## src/rtl/input_arbiter_pkg.sv

```systemverilog
// Shared definitions for the input arbiter statistics slice: per-stream
// packet FSM encoding, default counter width and the EOP popcount helper.
package input_arbiter_pkg;

    typedef enum logic {
        IDLE   = 1'b0,
        IN_PKT = 1'b1
    } pkt_state_e;

    localparam int CNT_WIDTH_DEF = 32;
    localparam int MAX_PORTS     = 8;

    // Number of set bits in an EOP vector of up to MAX_PORTS streams.
    function automatic logic [3:0] popcount(input logic [MAX_PORTS-1:0] vec);
        logic [3:0] n;
        n = '0;
        for (int i = 0; i < MAX_PORTS; i++) begin
            n = n + {3'b000, vec[i]};
        end
        return n;
    endfunction

endpackage

```

## src/rtl/pkt_stats_counter.sv

```systemverilog
// Clear-on-read packet counter. A clear loads the increment arriving in the
// same cycle so no event is lost across a register read.
// Build option: INPUT_ARBITER_PKT_STATS_SATURATE_EN clamps at all-ones
// instead of wrapping.
module pkt_stats_counter
    import input_arbiter_pkg::*;
#(
    parameter int CNT_WIDTH = CNT_WIDTH_DEF,
    parameter int INC_WIDTH = 3
) (
    input  logic                 clk,
    input  logic                 reset,
    input  logic [INC_WIDTH-1:0] inc,
    input  logic                 clear,
    output logic [CNT_WIDTH-1:0] cnt
);

    logic [CNT_WIDTH-1:0] cnt_p2;

    // Accumulate with either saturation or modulo wrap.
    function automatic logic [CNT_WIDTH-1:0] next_count(
        input logic [CNT_WIDTH-1:0] cur,
        input logic [INC_WIDTH-1:0] step
    );
`ifdef INPUT_ARBITER_PKT_STATS_SATURATE_EN
        logic [CNT_WIDTH:0] sum;
        sum = {1'b0, cur} + (CNT_WIDTH+1)'(step);
        if (sum[CNT_WIDTH]) begin
            return '1;
        end
        return sum[CNT_WIDTH-1:0];
`else
        return cur + CNT_WIDTH'(step);
`endif
    endfunction

    // ---- stage 2: counter register ----
    // Clear restarts the count from this cycle's increment; otherwise accumulate.
    always_ff @(posedge clk or posedge reset) begin
        if (reset) begin
            cnt_p2 <= '0;
        end else if (clear) begin
            cnt_p2 <= CNT_WIDTH'(inc);
        end else begin
            cnt_p2 <= next_count(cnt_p2, inc);
        end
    end

    assign cnt = cnt_p2;

endmodule

```

## src/rtl/input_arbiter_pkt_stats.sv

```systemverilog
// Passive statistics stage for the input arbiter. Snoops NUM_PORTS slave
// streams and the master stream, counts completed packets (2-cycle latency
// from EOP beat to counter) and reports which inputs are mid-packet.
// Build option: INPUT_ARBITER_PKT_STATS_SATURATE_EN (saturating counters).
module input_arbiter_pkt_stats
    import input_arbiter_pkg::*;
#(
    parameter int NUM_PORTS = 5,
    parameter int CNT_WIDTH = CNT_WIDTH_DEF
) (
    input  logic                 clk,
    input  logic                 reset,
    input  logic [NUM_PORTS-1:0] s_tvalid,
    input  logic [NUM_PORTS-1:0] s_tready,
    input  logic [NUM_PORTS-1:0] s_tlast,
    input  logic                 m_tvalid,
    input  logic                 m_tready,
    input  logic                 m_tlast,
    input  logic                 pktin_clear,
    input  logic                 pktout_clear,
    output logic [CNT_WIDTH-1:0] pktin_cnt,
    output logic [CNT_WIDTH-1:0] pktout_cnt,
    output logic [NUM_PORTS-1:0] in_pkt_mask,
    output logic                 sop_err
);

    localparam int INC_W = $clog2(NUM_PORTS + 1);

    logic [NUM_PORTS-1:0] in_beat_p0;
    logic                 out_beat_p0;
    logic [NUM_PORTS-1:0] in_eop_p1;
    logic                 out_eop_p1;
    logic [MAX_PORTS-1:0] in_eop_pad_p1;
    logic [INC_W-1:0]     in_inc_p1;

    pkt_state_e in_state  [NUM_PORTS];
    pkt_state_e in_next   [NUM_PORTS];
    pkt_state_e out_state;
    pkt_state_e out_next;
    logic       sop_err_q;

    assign in_beat_p0  = s_tvalid & s_tready;
    assign out_beat_p0 = m_tvalid & m_tready;

    // ---- stage 1: register end-of-packet beats ----
    // Capture EOP beats on every input and on the output.
    always_ff @(posedge clk or posedge reset) begin
        if (reset) begin
            in_eop_p1  <= '0;
            out_eop_p1 <= 1'b0;
        end else begin
            in_eop_p1  <= in_beat_p0 & s_tlast;
            out_eop_p1 <= out_beat_p0 & m_tlast;
        end
    end

    // ---- stage 2: popcount and counter update ----
    // Reduce the input EOP vector to a packet count for this cycle.
    always_comb begin
        in_eop_pad_p1                 = '0;
        in_eop_pad_p1[NUM_PORTS-1:0]  = in_eop_p1;
        in_inc_p1                     = INC_W'(popcount(in_eop_pad_p1));
    end

    pkt_stats_counter #(
        .CNT_WIDTH (CNT_WIDTH),
        .INC_WIDTH (INC_W)
    ) u_pktin (
        .clk   (clk),
        .reset (reset),
        .inc   (in_inc_p1),
        .clear (pktin_clear),
        .cnt   (pktin_cnt)
    );

    pkt_stats_counter #(
        .CNT_WIDTH (CNT_WIDTH),
        .INC_WIDTH (1)
    ) u_pktout (
        .clk   (clk),
        .reset (reset),
        .inc   (out_eop_p1),
        .clear (pktout_clear),
        .cnt   (pktout_cnt)
    );

    // Per-input packet FSM state registers.
    always_ff @(posedge clk or posedge reset) begin
        if (reset) begin
            for (int i = 0; i < NUM_PORTS; i++) begin
                in_state[i] <= IDLE;
            end
        end else begin
            for (int i = 0; i < NUM_PORTS; i++) begin
                in_state[i] <= in_next[i];
            end
        end
    end

    // Per-input next state: a non-last beat opens a packet, an EOP closes it.
    always_comb begin
        for (int i = 0; i < NUM_PORTS; i++) begin
            in_next[i] = in_state[i];
            case (in_state[i])
                IDLE:    if (in_beat_p0[i] && !s_tlast[i]) in_next[i] = IN_PKT;
                IN_PKT:  if (in_beat_p0[i] && s_tlast[i])  in_next[i] = IDLE;
                default: in_next[i] = IDLE;
            endcase
        end
    end

    // Mid-packet mask straight from the registered per-input state.
    always_comb begin
        in_pkt_mask = '0;
        for (int i = 0; i < NUM_PORTS; i++) begin
            in_pkt_mask[i] = (in_state[i] == IN_PKT);
        end
    end

    // Output packet FSM state register plus reserved sticky error flag.
    always_ff @(posedge clk or posedge reset) begin
        if (reset) begin
            out_state <= IDLE;
            sop_err_q <= 1'b0;
        end else begin
            out_state <= out_next;
            sop_err_q <= sop_err_q;
        end
    end

    // Output next state follows the same packet framing rules.
    always_comb begin
        out_next = out_state;
        case (out_state)
            IDLE:    if (out_beat_p0 && !m_tlast) out_next = IN_PKT;
            IN_PKT:  if (out_beat_p0 && m_tlast)  out_next = IDLE;
            default: out_next = IDLE;
        endcase
    end

    // Output-side status: sop_err is reserved and never set in this revision.
    always_comb begin
        sop_err = sop_err_q;
    end

endmodule

```

## config.mk

```make
export PLATFORM = sky130hd
export DESIGN_NAME = input_arbiter_pkt_stats
export DESIGN_NICKNAME = d
export VERILOG_FILES = /design/src/rtl/input_arbiter_pkg.sv /design/src/rtl/pkt_stats_counter.sv /design/src/rtl/input_arbiter_pkt_stats.sv
export SDC_FILE = /design/constraint.sdc
export NUM_CORES = 1
export LEC_CHECK = 0
export ABC_AREA = 0
export ABC_CLOCK_PERIOD_IN_PS = 7000
export BUFFER_PORTS_ARGS = -buffer_cell sky130_fd_sc_hd__buf_4
export CORE_MARGIN = 8
export CORE_UTILIZATION = 40
export CTS_CLUSTER_DIAMETER = 80
export DETAILED_ROUTE_END_ITERATION = 12
export GPL_ROUTABILITY_DRIVEN = 1
export REMOVE_ABC_BUFFERS = 1
export SYNTH_ARGS = -nofsm -noshare
export SYNTH_HDL_FRONTEND = slang
export SYNTH_SLANG_ARGS = --single-unit
```

## constraint.sdc

```tcl
create_clock -name clk -period 7 [get_ports clk]
set_input_delay 0 -clock clk [delete_from_list [all_inputs] [get_ports clk]]
set_output_delay 0 -clock clk [all_outputs]
set_load 0.005 [all_outputs]
```

==> results of run 1 <==
[where the power goes]
group / switching [W] / total [W] / internal (W)
Clock: 0.000159 / 0.000379 / 0.000220
Combinational: 0.0000452 / 0.0000939 / 0.0000487
Sequential: 0.00000788 / 0.000453 / 0.000445
[path summary, 6_finish.rpt]
| kind | slack, ns | startpoint | to | depth (start not counted) |
|---|---|---|---|---|
| setup / recovery | 3.14 | in_eop_p1[0] | u_pktin.cnt[28] | 11 |
| hold / removal | 0.06 | pktout_clear | u_pktout.cnt[2] | 2 |
| setup reg to reg | 3.14 | in_eop_p1[0] | u_pktin.cnt[28] | 11 |
| hold reg to reg | 0.53 | out_eop_p1 | u_pktout.cnt[0] | 1 |
| max in group asynchronous | 5.84 | reset | u_pktout.cnt[5] | 4 |
| min in group asynchronous | 0.50 | reset | in_eop_p1[3] | 4 |
[kinds of logic (layout without fill, tap and decap cells)]
logic type               after synthesis  count (layout)  share of synthesized area [%]
flip-flops                            75              75                          48.61
other                                  1               1                        0.09712
adder cells (fa/ha/maj)                9               9                          3.500
AO/OA/AOI/OAI                         89              89                          13.97
buffers and inverters                 38             149                          4.050
AND/OR/NAND/NOR                      159             159                          23.59
XOR/XNOR                              21              21                          4.763
multiplexers                           5               5                          1.426
[stage by stage]
stage | util [%] | hold slack, ns | setup slack (ns)
after global placement | 48.44 | 0.2029 | 3.298
after detailed placement | 48.44 | 0.2112 | 3.175
after CTS | 53.24 | 0.05024 | 3.142
after floorplan | - | 0.06314 | 3.603
after global routing | 53.24 | 0.06588 | 2.846
final | 53.24 | 0.06254 | 3.140
[flip-flops by register name (all words and copies together) (netlist names), named ones only]
signal,count
u_pktout.cnt,32
u_pktin.cnt,32
out_eop_p1,1
in_eop_p1,5
[area by class of cell]
class | count | area [µm²] | share of cell area (%)
sequential | 75 | 1877 | 36.92
multi-input combinational | 284 | 1828 | 35.96
clock buffer | 12 | 155.1 | 3.052
timing repair buffer | 114 | 913.4 | 17.97
clock inverter | 4 | 72.57 | 1.428
inverter | 19 | 71.32 | 1.403
tap | 133 | 166.4 | 3.273
[synthesized netlist by cell type (all sizes together) (11+ instances only)]
cell type  number
or3            12
nor2           22
nand4          19
clkbuf         16
xor2           16
inv            19
o21ai          19
a21oi          37
nand2          29
dfrtp          75
o31ai          25
or4            27
nand3          18
and3           11
[critical path, stage by stage, from the launching register on]
cell	delay, ns
dfrtp_1	0.33
inv_1	0.05
fa_1	0.55
fa_1	0.40
inv_1	0.08
ha_1	0.19
inv_1	0.07
fa_1	0.39
nor2b_1	0.29
o2111ai_1	0.58
or4_1	0.69
a21oi_1	0.15
[layer usage]
layer | routed length, µm | global-route usage [%] | share of wire [%] | vias up
met2 | 4811 | 26.54 | 48 | 78
met4 | 174 | 6.655 | 1.7 | 0
li1 | - | - | - | 1675
met3 | 524 | 3.639 | 5.2 | 15
met5 | 0 | 0 | 0 | -
met1 | 4553 | 19.31 | 45 | 1736
[placed cells by master (no fill, tap or decap), drive strengths merged, types with 6 or more instances in the layout]
cell and count:
a21oi 37, and3 11, and4 9, buf 91, clkbuf 12, dfrtp 75
dlygate4sd3 23, ha 6, inv 19, nand2 29, nand3 18, nand4 19
nor2 22, o21ai 19, o31ai 25, or3 12, or4 27, xor2 16
[repair_timing]
| item | 4_1_cts | 5_1_grt |
|---|---|---|
| gates resized for setup | 0 | 0 |
| setup buffers | 0 | 0 |
| hold buffers | 23 | 0 |
| hold endpoints to repair | 23 | 0 |
==> run_summary.xml, run 1 <==
<?xml version="1.0" encoding="UTF-8"?>
<metrics>
  <group name="floorplan">
    <metric name="top_level_ports" unit="">92</metric>
    <metric name="placeableCoreArea" unit="µm²">9549</metric>
    <metric name="floorplan.die.width" unit="µm">114.3</metric>
    <metric name="placement_rows" unit="">36</metric>
    <metric name="chipHeight" unit="µm">114.3</metric>
    <metric name="initial_core_util" unit="%">40.44</metric>
    <metric name="floorplan_die_area" unit="µm²">13050</metric>
  </group>
  <group name="final_layout">
    <metric name="final_cell_area" unit="µm²">5084</metric>
    <metric name="fillCellCount" unit="">917</metric>
    <metric name="non_filler_cells_final" unit="">641</metric>
    <metric name="final_nets" unit="">534</metric>
    <metric name="layout-area-overhead-vs-synth" unit="%">31.66</metric>
    <metric name="antenna-diode-count" unit="">0</metric>
    <metric name="drive_above_1_share" unit="%">23.23</metric>
  </group>
  <group name="synthesis">
    <metric name="ys_dominant_reg_cell" unit="">dfrtp_1</metric>
    <metric name="post-synth-top-area-fraction" unit="%">48.61</metric>
    <metric name="synth-async-reset-ratio" unit="%">100.0</metric>
    <metric name="synth-warning-count" unit="">0</metric>
    <metric name="postSynthCellCount" unit="">397</metric>
    <metric name="synth_area_leaders" unit="">dfrtp_1 (49%), o31ai_1 (4.9%), or4_1 (4.9%)</metric>
    <metric name="count_of_flip_flops_with_a_built_in_enable_after_synthesis" unit="">0</metric>
    <metric name="synth.distinct_cells" unit="">40</metric>
    <metric name="avgSynthCellArea" unit="µm²">9.726</metric>
    <metric name="yosys.area.top_type" unit="">dfrtp_1</metric>
    <metric name="synth_area" unit="µm²">3861</metric>
    <metric name="seq_area_frac_synth" unit="%">48.61</metric>
    <metric name="postSynthRegisterBits" unit="">75</metric>
  </group>
  <group name="clocking">
    <metric name="tritoncts" unit="">yes</metric>
    <metric name="clock_tree.root_cell" unit="">clkbuf_8</metric>
    <metric name="cts_inserted_buffers" unit="">9</metric>
    <metric name="htree_levels" unit="">3</metric>
    <metric name="cts_num_sinks" unit="">75</metric>
    <metric name="clk-insertion-delay-late" unit="ns">0.34</metric>
    <metric name="clk_transition_reported_paths" unit="ns">0.08</metric>
    <metric name="cts-root-to-sink-buffers" unit="">2</metric>
  </group>
  <group name="critical_path">
    <metric name="setup.worst_path.start_class" unit="">register</metric>
    <metric name="crit_end_category" unit="">register</metric>
    <metric name="critPathArrivalTime" unit="ns">4.13</metric>
    <metric name="setup.worst_path.class" unit="">reg2reg</metric>
    <metric name="largest_fanout_on_the_critical_path" unit="">20</metric>
    <metric name="worst_ep_required_time" unit="ns">7.27</metric>
  </group>
  <group name="sta">
    <metric name="fin_worst_skew" unit="ns">0.008826</metric>
    <metric name="worstMarginPinSlew" unit="ns">1.223</metric>
    <metric name="final_min_period_over_clock_period" unit="%">55.15</metric>
    <metric name="slew_viol_final" unit="">0</metric>
    <metric name="clock_period_minus_worst_slack" unit="ns">3.860</metric>
    <metric name="max_freq" unit="MHz">259.0</metric>
    <metric name="setup_tns" unit="ns">0</metric>
    <metric name="finalSetupViolCount" unit="">0</metric>
    <metric name="timing_hold_violations_final" unit="">0</metric>
    <metric name="timing.slew.headroom" unit="%">18.36</metric>
    <metric name="rsz_0062_raised_after_global_routing" unit="">no</metric>
  </group>
  <group name="route">
    <metric name="aggregate_routed_wire_length" unit="µm">10060</metric>
    <metric name="first_iter_violations" unit="">221</metric>
    <metric name="antenna_left" unit="">0</metric>
    <metric name="first_pass_iters" unit="">4</metric>
    <metric name="detail_route.vias_per_cell" unit="">5.466</metric>
    <metric name="avgRoutedWirePerCell" unit="µm">15.70</metric>
    <metric name="route.detailed.drc" unit="">0</metric>
    <metric name="vias" unit="">3504</metric>
  </group>
  <group name="global_routing">
    <metric name="antenna_found_initial" unit="">0</metric>
    <metric name="combined_global_route_utilization_of_all_metal_layers" unit="%">15.90</metric>
    <metric name="gr_ovfl_total" unit="">0</metric>
    <metric name="grt_max_degree" unit="">76</metric>
    <metric name="global_route_wire_length_before_repair" unit="µm">16950</metric>
    <metric name="vias_in_the_first_global_route" unit="">3606</metric>
  </group>
  <group name="place">
    <metric name="placed_area" unit="µm²">4626</metric>
    <metric name="gp_congestion" unit="">0.8074</metric>
    <metric name="port_buffer_count" unit="">90</metric>
    <metric name="post-place-cells" unit="">602</metric>
    <metric name="place_hpwl" unit="µm">6694</metric>
  </group>
  <group name="outcome">
    <metric name="outcome" unit="">completed</metric>
  </group>
  <group name="power">
    <metric name="power.static_leakage" unit="nW">2.277</metric>
    <metric name="max_vdd_drop" unit="mV">0.1021</metric>
    <metric name="total_power" unit="W">0.0009256</metric>
    <metric name="power_density_relative_to_cell_area" unit="nW/µm²">182.1</metric>
  </group>
  <group name="job">
    <metric name="cap_viol_max_count" unit="">0</metric>
  </group>
  <group name="worst_hold_path">
    <metric name="holdCritPathClass" unit="">in2reg</metric>
  </group>
</metrics>
Note: power is estimated with default switching activity, not from simulation.
==> run 2, diff against run 1 <==
--- a/config.mk
+++ b/config.mk
@@ -6,7 +6,7 @@
 export NUM_CORES = 1
 export LEC_CHECK = 0
 export ABC_AREA = 0
-export ABC_CLOCK_PERIOD_IN_PS = 7000
+export ABC_CLOCK_PERIOD_IN_PS = 3300
 export BUFFER_PORTS_ARGS = -buffer_cell sky130_fd_sc_hd__buf_4
 export CORE_MARGIN = 8
 export CORE_UTILIZATION = 40
==> constraint.sdc (replaced) <==
create_clock -name clk -period 3.3 [get_ports clk]
set_input_delay 0 -clock clk [delete_from_list [all_inputs] [get_ports clk]]
set_output_delay 0 -clock clk [all_outputs]
set_load 0.005 [all_outputs]
==> run_summary.xml, run 2 (synthesis gave the netlist of run 1 again) <==
<?xml version="1.0" encoding="UTF-8"?>
<metrics>
  <group name="outcome">
    <metric name="outcome" unit="">completed</metric>
  </group>
  <group name="global_routing">
    <metric name="gr_ovfl_total" unit="">0</metric>
    <metric name="vias_in_the_first_global_route" unit="">3487</metric>
    <metric name="combined_global_route_utilization_of_all_metal_layers" unit="%">15.89</metric>
    <metric name="grt_max_degree" unit="">35</metric>
    <metric name="global_route_wire_length_before_repair" unit="µm">16840</metric>
    <metric name="antenna_found_initial" unit="">0</metric>
  </group>
  <group name="critical_path">
    <metric name="reg2reg_depth" unit="">12</metric>
    <metric name="endpoint" unit="">u_pktin.cnt[28]</metric>
    <metric name="critPathArrivalTime" unit="ns">3.48</metric>
    <metric name="critPathLaunch" unit="">in_eop_p1[0]</metric>
    <metric name="worst_ep_required_time" unit="ns">3.58</metric>
    <metric name="timing.rr.end" unit="">u_pktin.cnt[28]</metric>
    <metric name="reg2reg_slack" unit="ns">0.1</metric>
    <metric name="reg2reg_from" unit="">in_eop_p1[0]</metric>
    <metric name="setup.worst_path.start_class" unit="">register</metric>
    <metric name="largest_fanout_on_the_critical_path" unit="">5</metric>
    <metric name="setup.worst_path.class" unit="">reg2reg</metric>
    <metric name="crit_end_category" unit="">register</metric>
  </group>
  <group name="power">
    <metric name="power.static_leakage" unit="nW">2.323</metric>
    <metric name="switchingPower" unit="W">0.0004720</metric>
    <metric name="power_frac_seq" unit="%">46.9</metric>
    <metric name="swShare" unit="%">22.97</metric>
    <metric name="p_int" unit="W">0.001582</metric>
    <metric name="max_vdd_drop" unit="mV">0.2373</metric>
    <metric name="clockPowerShare" unit="%">42.3</metric>
    <metric name="comb_power_share" unit="%">10.7</metric>
    <metric name="total_power" unit="W">0.002054</metric>
    <metric name="power_density_relative_to_cell_area" unit="nW/µm²">393.9</metric>
  </group>
  <group name="sta">
    <metric name="timing_hold_violations_final" unit="">0</metric>
    <metric name="fin_worst_skew" unit="ns">0.008673</metric>
    <metric name="worst_slack" unit="ns">0.09601</metric>
    <metric name="worstMarginPinSlew" unit="ns">0.5516</metric>
    <metric name="finalSetupViolCount" unit="">0</metric>
    <metric name="final_min_period_over_clock_period" unit="%">97.09</metric>
    <metric name="holdWs" unit="ns">0.04125</metric>
    <metric name="slew_viol_final" unit="">0</metric>
    <metric name="timing.slew.headroom" unit="%">63.18</metric>
    <metric name="max_freq" unit="MHz">312.1</metric>
    <metric name="setup_tns" unit="ns">0</metric>
    <metric name="clock_period_minus_worst_slack" unit="ns">3.204</metric>
  </group>
  <group name="route">
    <metric name="first_pass_iters" unit="">4</metric>
    <metric name="aggregate_routed_wire_length" unit="µm">10230</metric>
    <metric name="route.detailed.drc" unit="">0</metric>
    <metric name="first_iter_violations" unit="">160</metric>
    <metric name="detail_route.vias_per_cell" unit="">5.372</metric>
    <metric name="vias" unit="">3492</metric>
    <metric name="avgRoutedWirePerCell" unit="µm">15.74</metric>
    <metric name="antenna_left" unit="">0</metric>
  </group>
  <group name="final_layout">
    <metric name="antenna-diode-count" unit="">0</metric>
    <metric name="leading_cell_type_in_the_layout_fill_and_taps_excluded" unit="">buf_4</metric>
    <metric name="fillCellCount" unit="">881</metric>
    <metric name="non_filler_cells_final" unit="">650</metric>
    <metric name="commonest_cells_after_routing_fill_and_taps_aside" unit="">buf_4 (97), dfrtp_1 (75), a21oi_1 (36)</metric>
    <metric name="layout-area-overhead-vs-synth" unit="%">35.09</metric>
    <metric name="final_nets" unit="">543</metric>
    <metric name="drive_above_1_share" unit="%">26.11</metric>
  </group>
  <group name="place">
    <metric name="port_buffer_count" unit="">90</metric>
    <metric name="place_hpwl" unit="µm">6895</metric>
    <metric name="post-place-cells" unit="">607</metric>
    <metric name="gp_congestion" unit="">0.7912</metric>
    <metric name="dpl_worst_slack" unit="ns">0.05887</metric>
  </group>
  <group name="floorplan">
    <metric name="floorplan.die.width" unit="µm">114.3</metric>
    <metric name="placeableCoreArea" unit="µm²">9549</metric>
    <metric name="top_level_ports" unit="">92</metric>
    <metric name="initial_core_util" unit="%">40.44</metric>
    <metric name="placement_rows" unit="">36</metric>
    <metric name="chipHeight" unit="µm">114.3</metric>
    <metric name="floorplan_die_area" unit="µm²">13050</metric>
  </group>
  <group name="clocking">
    <metric name="tritoncts" unit="">yes</metric>
    <metric name="clock_tree.root_cell" unit="">clkbuf_8</metric>
    <metric name="cts_inserted_buffers" unit="">9</metric>
    <metric name="clk_transition_reported_paths" unit="ns">0.08</metric>
    <metric name="htree_levels" unit="">3</metric>
    <metric name="clk-insertion-delay-late" unit="ns">0.36</metric>
    <metric name="cts_num_sinks" unit="">75</metric>
    <metric name="cts-root-to-sink-buffers" unit="">2</metric>
  </group>
  <group name="worst_hold_path">
    <metric name="holdCritPathClass" unit="">in2reg</metric>
  </group>
  <group name="job">
    <metric name="cap_viol_max_count" unit="">0</metric>
  </group>
</metrics>
run 2: stage by stage:
step	cell area [µm²]	utilization, %
after floorplan	3776	-
after global placement	4663	48.83
after detailed placement	4663	48.83
after CTS	5135	53.77
after global routing	5216	54.63
final	5216	54.63
run 2: worst max-delay path, cell delays in order, from the launching register on:
cell and delay [ns]:
dfrtp_1 0.32, inv_1 0.05, fa_1 0.55, fa_1 0.42, inv_2 0.09, ha_4 0.14
inv_1 0.06, fa_2 0.41, nor2b_4 0.16, o2111ai_4 0.14, buf_6 0.17, or4_1 0.46
a21oi_1 0.16
run 2: power by group through the flow:
stage	registers, W	logic (W)	clock network [W]
final	0.000964	0.000221	0.000870
after global routing	0.000967	0.000251	0.000931
after CTS	0.000961	0.000206	0.000895
after detailed placement	0.000978	0.000179	0
after global placement	0.000979	0.000172	0
after floorplan	0.000979	0.0000797	0
run 2: layer usage:
layer  vias up  wire, µm  global-route usage, %
li1       1699         -                      -
met1      1717      4585                  18.83
met2        64      5022                  26.77
met3        12       515                  5.169
met4         0       106                  4.791
met5         -         0                      0
run 2: worst min-delay path by stage:
| stage | startpoint | to | slack [ns] | cells past startpoint |
|---|---|---|---|---|
| 6_report | pktout_clear | u_pktout.cnt[11] | 0.04 | 2 |
| 5_1_grt | pktout_clear | u_pktout.cnt[12] | 0.04 | 2 |
| 4_1_cts | pktout_clear | u_pktout.cnt[15] | 0.03 | 2 |
| 3_5_place_dp | reset | async pin | 0.11 | 2 |
| 3_3_place_gp | reset | async pin | 0.11 | 2 |
| 2_1_floorplan | pktin_clear | u_pktin.cnt[12] | 0.06 | 1 |
run 2: final cells by class:
type	instances	area, µm²	area share [%]
Multi-Input combinational cell	284	1881	36.05
Sequential cell	75	1877	35.98
Timing Repair Buffer	123	979.7	18.78
Tap cell	133	166.4	3.190
Clock buffer	11	141.4	2.710
Clock inverter	5	100.1	1.919
Inverter	19	71.32	1.367
run 2: repair_timing:
| action | in CTS | in global routing |
|---|---|---|
| resized for setup | 0 | 12 |
| setup buffers | 0 | 2 |
| hold buffers | 23 | 0 |
| endpoints found under the hold margin | 36 | 0 |
| setup endpoints to repair | 0 | 11 |
==> run 3, diff against run 2 <==
--- a/config.mk
+++ b/config.mk
@@ -13,6 +13,7 @@
 export CTS_CLUSTER_DIAMETER = 80
 export DETAILED_ROUTE_END_ITERATION = 12
 export GPL_ROUTABILITY_DRIVEN = 1
+export RECOVER_POWER = 25
 export REMOVE_ABC_BUFFERS = 1
 export SYNTH_ARGS = -nofsm -noshare
 export SYNTH_HDL_FRONTEND = slang
==> constraint.sdc (replaced) <==
create_clock -name clk -period 3.3 [get_ports clk]
set_input_delay 0.165 -clock clk [delete_from_list [all_inputs] [get_ports clk]]
set_output_delay 0.165 -clock clk [all_outputs]
set_load 0.005 [all_outputs]
==> run_summary.xml, run 3 (synthesis gave the netlist of run 1 again) <==
<?xml version="1.0" encoding="UTF-8"?>
<metrics>
  <group name="clocking">
    <metric name="cts_inserted_buffers" unit="">9</metric>
    <metric name="tritoncts" unit="">yes</metric>
    <metric name="clk_transition_reported_paths" unit="ns">0.07</metric>
    <metric name="cts_num_sinks" unit="">75</metric>
    <metric name="clock_tree.root_cell" unit="">clkbuf_8</metric>
    <metric name="clk-insertion-delay-late" unit="ns">0.35</metric>
    <metric name="cts-root-to-sink-buffers" unit="">2</metric>
    <metric name="htree_levels" unit="">3</metric>
  </group>
  <group name="route">
    <metric name="avgRoutedWirePerCell" unit="µm">15.77</metric>
    <metric name="first_pass_iters" unit="">4</metric>
    <metric name="antenna_left" unit="">0</metric>
    <metric name="aggregate_routed_wire_length" unit="µm">9967</metric>
    <metric name="vias" unit="">3420</metric>
    <metric name="route.detailed.drc" unit="">0</metric>
    <metric name="detail_route.vias_per_cell" unit="">5.411</metric>
    <metric name="first_iter_violations" unit="">158</metric>
  </group>
  <group name="final_layout">
    <metric name="final_cell_area" unit="µm²">5029</metric>
    <metric name="leading_cell_type_in_the_layout_fill_and_taps_excluded" unit="">dfrtp_1</metric>
    <metric name="postLayoutCoreUtil" unit="%">52.66</metric>
    <metric name="drive_above_1_share" unit="%">26.45</metric>
    <metric name="commonest_cells_after_routing_fill_and_taps_aside" unit="">dfrtp_1 (75), buf_4 (74), a21oi_1 (36)</metric>
    <metric name="final_nets" unit="">525</metric>
    <metric name="layout-area-overhead-vs-synth" unit="%">30.23</metric>
    <metric name="antenna-diode-count" unit="">0</metric>
  </group>
  <group name="sta">
    <metric name="max_freq" unit="MHz">312.0</metric>
    <metric name="fin_worst_skew" unit="ns">0.006377</metric>
    <metric name="finalSetupViolCount" unit="">0</metric>
    <metric name="worstMarginPinSlew" unit="ns">0.9824</metric>
    <metric name="clock_period_minus_worst_slack" unit="ns">3.206</metric>
    <metric name="final_min_period_over_clock_period" unit="%">97.14</metric>
    <metric name="timing_hold_violations_final" unit="">0</metric>
    <metric name="slew_viol_final" unit="">0</metric>
    <metric name="setup_tns" unit="ns">0</metric>
    <metric name="worst_slack" unit="ns">0.09448</metric>
    <metric name="timing.slew.headroom" unit="%">34.43</metric>
  </group>
  <group name="critical_path">
    <metric name="critical_path.max_stage_delay" unit="ns">0.55</metric>
    <metric name="timing.critical_path.slowest_stage_cell" unit="">fa_1</metric>
    <metric name="crit_end_category" unit="">register</metric>
    <metric name="setup.worst_path.class" unit="">reg2reg</metric>
    <metric name="worst_ep_required_time" unit="ns">3.58</metric>
    <metric name="critPathArrivalTime" unit="ns">3.48</metric>
    <metric name="timing.critical_path.max_delay_family" unit="">adder cells</metric>
    <metric name="setup.worst_path.start_class" unit="">register</metric>
    <metric name="crit_buf_inv" unit="">4</metric>
    <metric name="largest_fanout_on_the_critical_path" unit="">5</metric>
    <metric name="timing.critical_path.cells" unit="">inv_1 &gt; fa_1 &gt; fa_1 &gt; inv_2 &gt; ha_4 &gt; inv_1 &gt; fa_2 &gt; nor2b_4 &gt; o2111ai_4 &gt; buf_6 &gt; or4_1 &gt; a21oi_1</metric>
  </group>
  <group name="floorplan">
    <metric name="chipHeight" unit="µm">114.3</metric>
    <metric name="floorplan_die_area" unit="µm²">13050</metric>
    <metric name="floorplan.die.width" unit="µm">114.3</metric>
    <metric name="placement_rows" unit="">36</metric>
    <metric name="initial_core_util" unit="%">40.44</metric>
    <metric name="placeableCoreArea" unit="µm²">9549</metric>
    <metric name="top_level_ports" unit="">92</metric>
  </group>
  <group name="global_routing">
    <metric name="grt_max_degree" unit="">35</metric>
    <metric name="antenna_found_initial" unit="">0</metric>
    <metric name="combined_global_route_utilization_of_all_metal_layers" unit="%">15.44</metric>
    <metric name="grt_use_met1" unit="%">18.48</metric>
    <metric name="vias_in_the_first_global_route" unit="">3372</metric>
    <metric name="gr_ovfl_total" unit="">0</metric>
    <metric name="top_usage_layer" unit="">met2</metric>
    <metric name="globalRouteMet2Util" unit="%">25.63</metric>
    <metric name="met3_layer_usage_reported_by_global_route" unit="%">5.169</metric>
    <metric name="global_route_wire_length_before_repair" unit="µm">16330</metric>
  </group>
  <group name="place">
    <metric name="placed_area" unit="µm²">4663</metric>
    <metric name="dpl_worst_slack" unit="ns">0.05887</metric>
    <metric name="gp_congestion" unit="">0.7912</metric>
    <metric name="place_hpwl" unit="µm">6895</metric>
    <metric name="port_buffer_count" unit="">90</metric>
  </group>
  <group name="job">
    <metric name="cap_viol_max_count" unit="">0</metric>
  </group>
  <group name="power">
    <metric name="max_vdd_drop" unit="mV">0.2333</metric>
    <metric name="power_density_relative_to_cell_area" unit="nW/µm²">403.5</metric>
    <metric name="power.static_leakage" unit="nW">2.216</metric>
  </group>
  <group name="outcome">
    <metric name="outcome" unit="">completed</metric>
  </group>
  <group name="worst_hold_path">
    <metric name="holdCritPathClass" unit="">in2reg</metric>
  </group>
</metrics>
## run 3: cell count changes in the layout (fill, tap and decap cells not counted)
cell	before	now
buf_4	97	74
clkbuf_1	1	3
clkbuf_4	0	21
dlygate4sd3_1	23	5
inv_1	17	18
inv_2	2	1
## run 3: cell type report
cell class	count	area, µm²
sequential	75	1877
clock buffer	11	141.4
inverter	19	71.32
timing repair buffer	105	792.0
multi-input combinational	284	1881
clock inverter	5	100.1
tap	133	166.4
fill	904	4521
## run 3: path summary, 6_finish.rpt
check                              from  cells past startpoint          endpoint  slack (ns)
min in group asynchronous         reset                      3    u_pktin.cnt[2]        0.61
min reg2reg                    register                      2          register        0.48
max in group asynchronous         reset                      4  u_pktout.cnt[22]        1.79
min                          s_tlast[0]                      2          register        0.02
max reg2reg                in_eop_p1[0]                     12   u_pktin.cnt[28]        0.09
max                        in_eop_p1[0]                     12   u_pktin.cnt[28]        0.09
## run 3: where the power goes
group          internal [W]  switching [W]
combinational     0.0000964      0.0000983
clock              0.000521       0.000350
sequential         0.000944      0.0000191
total               0.00156       0.000468
## run 3: what timing repair did
item | in CTS | in global routing
hold buffers | 4 | 1
resized for setup | 0 | 12
endpoints found under the hold margin | 28 | 1
setup buffers | 0 | 2
endpoints found under the setup margin | 0 | 11
## run 3: stage by stage
stage | hold slack, ns | cells | power [W]
6_report | 0.02176 | 632 | 0.002029
5_1_grt | 0.02360 | 632 | 0.002122
4_1_cts | 0.001939 | 627 | 0.002039
3_5_place_dp | 0.2709 | 607 | 0.001157
3_3_place_gp | 0.2704 | 607 | 0.001151
2_1_floorplan | 0.2281 | 378 | 0.001059
## run 3: per-layer routing
layer | wire [µm] | up-vias | part of all wire (%)
met4 | 106 | 0 | 1.1
met2 | 4854 | 71 | 49
li1 | - | 1662 | -
met3 | 524 | 12 | 5.3
met5 | 0 | - | 0
met1 | 4482 | 1675 | 45
## run 3: worst register-to-register path: stages, from the launching register on
cell and delay, ns:
dfrtp_1 0.32, inv_1 0.05, fa_1 0.55, fa_1 0.42, inv_2 0.09, ha_4 0.14
inv_1 0.06, fa_2 0.41, nor2b_4 0.16, o2111ai_4 0.14, buf_6 0.17, or4_1 0.46
a21oi_1 0.16
